File: src/rtl/hanoi_move_gen.sv
// Tower-of-Hanoi move sequencer: emits the optimal iterative move list for an
// S-disk stack from src_peg to dst_peg, one move per valid/ready handshake.
module hanoi_move_gen #(
   parameter int unsigned S = 5
) (
   input  logic                 clk,
   input  logic                 rst,
   input  logic                 start,
   input  logic [1:0]           src_peg,
   input  logic [1:0]           dst_peg,
   input  logic                 abort,
   output logic                 mv_valid,
   input  logic                 mv_ready,
   output logic [1:0]           fr,
   output logic [1:0]           to,
   output logic [$clog2(S):0]   mv_disk,
   output logic [S-1:0]         mv_cnt,
   output logic                 busy,
   output logic                 done,
   output logic                 err
);

   localparam int unsigned DW = $clog2(S) + 1;
   localparam logic [S-1:0] LAST = S'((1 << S) - 2);

   typedef enum logic [1:0] {IDLE, RUN, FIN} state_t;

   state_t        r_state;
   logic [1:0]    r_src;
   logic [1:0]    r_dst;
   logic [1:0]    r_aux;
   logic [1:0]    r_disk_peg [S];
   logic [S-1:0]  r_cnt;
   logic          r_err;

   logic [S-1:0]  w_m;
   logic [DW-1:0] w_d;
   logic [1:0]    w_lf;
   logic [1:0]    w_lt;
   logic          w_odd;
   logic          w_acc;
   logic          w_start_ok;

   function automatic logic [1:0] phys(input logic [1:0] p, input logic [1:0] s,
                                       input logic [1:0] a, input logic [1:0] d);
      case (p)
         2'd0:    return s;
         2'd1:    return a;
         default: return d;
      endcase
   endfunction

   // Disk moved by move m is the trailing-zero count of m; pegs are kept in
   // logical form (0 src, 1 aux, 2 dst) and mapped to physical on output.
   always_comb begin
      w_m = r_cnt + 1'b1;
      w_d = '0;
      for (int unsigned i = S; i > 0; i--) begin
         if (w_m[i-1]) w_d = DW'(i - 1);
      end
      w_lf = 2'd0;
      for (int unsigned i = 0; i < S; i++) begin
         if (w_d == DW'(i)) w_lf = r_disk_peg[i];
      end
      w_odd = ((S % 2) == 1) ^ w_d[0];
      if (w_odd) w_lt = (w_lf == 2'd0) ? 2'd2 : (w_lf == 2'd2) ? 2'd1 : 2'd0;
      else       w_lt = (w_lf == 2'd2) ? 2'd0 : w_lf + 2'd1;
      w_acc      = (r_state == RUN) && mv_ready;
      w_start_ok = (src_peg != dst_peg) && (src_peg != 2'd3) && (dst_peg != 2'd3);
   end

   always_comb begin
      mv_valid = (r_state == RUN);
      busy     = (r_state == RUN);
      done     = (r_state == FIN);
      err      = r_err;
      mv_cnt   = r_cnt;
      fr       = '0;
      to       = '0;
      mv_disk  = '0;
      if (r_state == RUN) begin
         fr      = phys(w_lf, r_src, r_aux, r_dst);
         to      = phys(w_lt, r_src, r_aux, r_dst);
         mv_disk = w_d;
      end
   end

   always_ff @(posedge clk) begin
      if (rst) begin
         r_state <= IDLE;
         r_src   <= '0;
         r_dst   <= '0;
         r_aux   <= '0;
         r_cnt   <= '0;
         r_err   <= 1'b0;
         for (int unsigned i = 0; i < S; i++) r_disk_peg[i] <= '0;
      end else begin
         r_err <= 1'b0;
         case (r_state)
            IDLE: begin
               if (start) begin
                  if (w_start_ok) begin
                     r_src   <= src_peg;
                     r_dst   <= dst_peg;
                     r_aux   <= 2'd3 - src_peg - dst_peg;
                     r_cnt   <= '0;
                     for (int unsigned i = 0; i < S; i++) r_disk_peg[i] <= '0;
                     r_state <= RUN;
                  end else begin
                     r_err <= 1'b1;
                  end
               end
            end
            RUN: begin
               // A handshake coinciding with abort still counts.
               if (w_acc) begin
                  for (int unsigned i = 0; i < S; i++) begin
                     if (w_d == DW'(i)) r_disk_peg[i] <= w_lt;
                  end
                  r_cnt <= w_m;
               end
               if (abort)                        r_state <= IDLE;
               else if (w_acc && r_cnt == LAST)  r_state <= FIN;
            end
            FIN:     r_state <= IDLE;
            default: r_state <= IDLE;
         endcase
      end
   end

endmodule
File: config.mk
export PLATFORM = sky130hd
export DESIGN_NAME = hanoi_move_gen
export DESIGN_NICKNAME = d
export VERILOG_FILES = /design/src/rtl/hanoi_move_gen.sv
export SDC_FILE = /design/constraint.sdc
export NUM_CORES = 1
export LEC_CHECK = 0
export BUFFER_PORTS_ARGS = -buffer_cell sky130_fd_sc_hd__buf_4
export CORE_UTILIZATION = 53
export CTS_BUF_LIST = sky130_fd_sc_hd__clkbuf_2
export DETAILED_ROUTE_END_ITERATION = 8
export PLACE_DENSITY = 0.78
export SLEW_MARGIN = 20
export SYNTH_ARGS = -nofsm -noshare
export SYNTH_HDL_FRONTEND = slang
export SYNTH_SLANG_ARGS = --single-unit
File: constraint.sdc
create_clock -name clk -period 2.5 [get_ports clk]
set_input_delay 0.25 -clock clk [delete_from_list [all_inputs] [get_ports clk]]
set_output_delay 0.25 -clock clk [all_outputs]
set_load 0.02 [all_outputs]
==> qor.log <==
INFO  sta            finalHoldViolations=0
INFO  run            drv_cap=0
INFO  placed_design  placement.io_buffers=24
INFO  global_routing pin_count_of_the_biggest_net_entering_global_routing=18
INFO  sta            timing.max_slew.rel_slack=60.2%
INFO  yosys          ys_dominant_reg_cell=dfxtp_1
INFO  floorplan      io-pin-count=26
INFO  critical_path  timing.critical_path.to_type=output port
INFO  power_and_ir_drop peakVddDrop=0.292mV
INFO  global_routing groute.usage.overall=28.3%
INFO  route          drcViolationCount=4
INFO  global_routing grt_pass1_wl=7.08mm
INFO  route          detail_route.first_pass.iterations=7
INFO  outcome        failing_checks=design-rule violations, negative setup slack
INFO  yosys          syn_area_per_cell=8.98squm
INFO  yosys          synth_cell_type_count=53
INFO  global_routing via_count_of_the_first_global_routing_pass=1,519
INFO  sta            timing.clock.skew=0.0354ns
INFO  floorplan      core.rowCount=19
INFO  clocking       bufs_on_longest_clock_path=2
INFO  global_routing grt_remaining_overflow=0
INFO  sta            setup_repair_after_global_routing_missed_its_margin=yes
INFO  placed_design  dp_wirelength=3.23mm
INFO  sta            worstMarginPinSlew=0.589ns
INFO  global_routing groute.layer.met1.usage=36.4%
INFO  yosys          postSynth.asyncResetShare=0%
INFO  floorplan      fp.dieH=57.2um
INFO  min_path       min-delay-path-class=input port to flip-flop
INFO  floorplan      floorplan.initialDensity=57.1%
INFO  outcome        outcome=finished, violations left
INFO  power_and_ir_drop power.static_leakage=0.925nW
INFO  yosys          yosys_warnings=0
INFO  sta            fin_ws=-0.497ns
INFO  clocking       worst_setup_hold_path_clk_slew=0.22ns
INFO  route          ant_nets=0
INFO  route          detailedRoute.firstIterationViolations=104
INFO  yosys          netlist_area=1620squm
INFO  global_routing grt.busiest_layer=met2
INFO  power_and_ir_drop netSwitchingPower=0.000255W
INFO  route          detailed_route_vias_per_instance=6.02
INFO  sta            final_period_minus_worst_setup_slack=3.00ns
INFO  clocking       clk-insertion-delay-late=0.37ns
INFO  sta            final_min_period_over_clock_period=120%
INFO  power_and_ir_drop fin_total_pwr=0.000814W
INFO  sta            setup_viol=14
INFO  finish         count_of_nets_after_finishing=247
INFO  critical_path  crit_required=2.25ns
INFO  route          routed_wl=4.66mm
INFO  yosys          synth_cells=180
INFO  sta            finalMaxSlewViolations=0
INFO  power_and_ir_drop powerDensity=352nW/um^2
INFO  floorplan      die_area=3270squm
INFO  critical_path  timing.critical_path.fanout_max=7
INFO  power_and_ir_drop sequentialPowerShare=54.5%
INFO  sta            timing.setup.tns=-2.34ns
INFO  sta            clock.fmax=0.334GHz
INFO  finish         antennaDiodeCount=0
INFO  finish         final_layout_size_suffix_gt1_share=45.5%
INFO  clocking       numCtsBuffers=3
INFO  power_and_ir_drop clockPowerShare=19.9%
INFO  placed_design  instance_count_after_placement_with_tap_cells_included=254
INFO  clocking       cts_sinks=24
INFO  critical_path  worst-setup-path-type=flip-flop to output port
INFO  floorplan      placeableCoreArea=2830squm
INFO  route          post_drt_wl_per_cell=17.6um
INFO  sta            hold-worst-slack=0.0519ns
INFO  global_routing global_route.usage.met2=48.2%
INFO  floorplan      die-width=57.2um
INFO  critical_path  setup.worst_path.start_class=flip-flop
INFO  yosys          synth_enable_flop_cells=10
INFO  critical_path  critPathArrivalTime=2.75ns
INFO  clocking       cts_tree=done
INFO  global_routing grt.met3_usage=3.40%
INFO  placed_design  place.gp.congestion=0.907
INFO  power_and_ir_drop power_switching_share=31.3%
INFO  power_and_ir_drop intPower=0.000559W
INFO  clocking       hold_buffers=0
INFO  clocking       clk_root_buffer_cell=clkbuf_2
INFO  yosys          mappedNetlistNets=193
INFO  power_and_ir_drop share_comb_of_total_power=25.7%
INFO  finish         final-instance-count-excl-fill=264
INFO  route          routed-via-count=1,589
INFO  finish         syn2layout_area_growth=43.2%
INFO  yosys          synth_seq_area_share=35.9%
INFO  yosys          postSynthRegisterBits=24
INFO  clocking       cts-htree-levels=1
INFO  global_routing antenna_found_initial=0
metal layers:
layer	share of wire, %	routed length [um]	vias to the layer above
met4	2.7	127	0
met1	42	1940	759
met5	0	0	-
li1	-	-	766
met3	4.0	184	12
met2	51	2400	52
stage by stage:
step	area [sq um]	setup WS (ns)	utilization, %
4_1_cts	2170	-0.473	76.7
6_report	2310	-0.497	81.8
5_1_grt	2310	-0.578	81.8
3_3_place_gp	2110	-0.0539	74.7
3_5_place_dp	2110	-0.123	74.7
2_1_floorplan	1750	-0.0385	-
kinds of logic (layout without fill, tap and decap cells):
kind of cell    after synthesis  after routing  share of synthesized area, %
simple gates                 66             66                          22.1
buf+inv                      18             71                          6.97
fa+ha+maj                     4              4                          3.10
xor+xnor                      5              5                          3.17
mux                           7              7                          4.33
flops                        24             24                          35.9
compound gates               55             55                          24.2
other cells                   1              1                         0.232
cell usage in the layout (no fill, tap or decap), types with 2 or more instances in the layout:
master and instances:
a211oi_1 3, a31oi_1 2, and2_4 2, o21ai_0 8
a21oi_2 2, buf_4 53, nor3_1 2, nor4_4 2
a21oi_4 2, ha_4 2, edfxtp_1 10, nor2_1 22
a31o_1 2, o311a_4 2, nand3b_1 3, buf_6 8
a21oi_1 8, o21a_1 2, nand2_1 10, nor2b_1 3
inv_1 4, dfxtp_1 10, a22o_1 2, dfxtp_2 2
nand3_1 3, mux2i_1 6, nand2_2 4, o21ai_4 2
xnor2_1 3, clkbuf_2 3, o211ai_1 2, a31o_2 2
dfxtp_4 2
final cells by class:
type / instances / area (sq um)
Clock inverter: 1 / 3.75
Sequential cell: 24 / 591
Clock buffer: 3 / 15.0
Tap cell: 31 / 38.8
Fill cell: 177 / 514
Inverter: 5 / 21.3
Multi-Input combinational cell: 138 / 1140
Timing Repair Buffer: 62 / 508
power groups by stage:
| stage | clock [W] | combinational, W | sequential (W) |
|---|---|---|---|
| 2_1_floorplan | 0 | 0.000123 | 0.000448 |
| 3_3_place_gp | 0 | 0.000171 | 0.000450 |
| 3_5_place_dp | 0 | 0.000177 | 0.000451 |
| 4_1_cts | 0.000157 | 0.000183 | 0.000442 |
| 5_1_grt | 0.000169 | 0.000222 | 0.000445 |
| 6_report | 0.000162 | 0.000209 | 0.000443 |
worst max-delay path, stage by stage, from the launching register on:
cell and delay, ns:
dfxtp_4 0.42, ha_4 0.19, or2_4 0.23, o2111a_2 0.28, buf_6 0.12, nor4_4 0.30, o221ai_4 0.19, a22o_1 0.23
a31o_1 0.19, o311a_4 0.13, buf_6 0.13
synthesized netlist by cell type, drive strengths merged (2+ instances only):
library cell	number	area, sq um
ha	4	50.1
a211oi	3	22.5
or2	2	12.5
nor4	3	25.0
nor2b	3	18.8
inv	5	18.8
a22oi	2	15.0
nand3	3	15.0
and3	2	12.5
a21oi	12	60.1
nand3b	3	22.5
mux2i	7	70.1
o311a	2	20.0
o21a	2	15.0
nand2	14	60.1
xnor2	5	51.3
a31oi	3	18.8
clkbuf	6	22.5
and2	4	30.0
buf	7	71.3
nor2	22	82.6
dfxtp	14	280
o211ai	2	15.0
a31o	5	43.8
edfxtp	10	300
a22o	2	17.5
nand2b	2	12.5
o21ai	11	55.1
nor3	3	15.0
final timing paths:
| kind | from | to | cells after the start | slack (ns) |
|---|---|---|---|---|
| max | mv_cnt[0]$_SDFFE_PP0P_ | to[1] | 10 | -0.50 |
| max reg2reg | mv_cnt[0]$_SDFFE_PP0P_ | r_disk_peg[0][6]$_DFFE_PP_ | 10 | -0.08 |
| min | abort | r_state[1]$_SDFFE_PP0P_ | 2 | 0.05 |
| min reg2reg | r_aux[1]$_SDFFE_PP0P_ | r_aux[1]$_SDFFE_PP0P_ | 2 | 0.56 |
what timing repair did:
action / in CTS / in global routing
setup buffers: 3 / 3
pin swaps: 3 / 8
resized for setup: 4 / 24
setup endpoints to repair: 14 / 15
flip-flops by register name, summed over array words and instances (netlist names):
register	cells
r_state	2
err	1
r_disk_peg	10
mv_cnt	5
r_aux	2
r_dst	2
r_src	2
(Power assumes the default switching activity.)
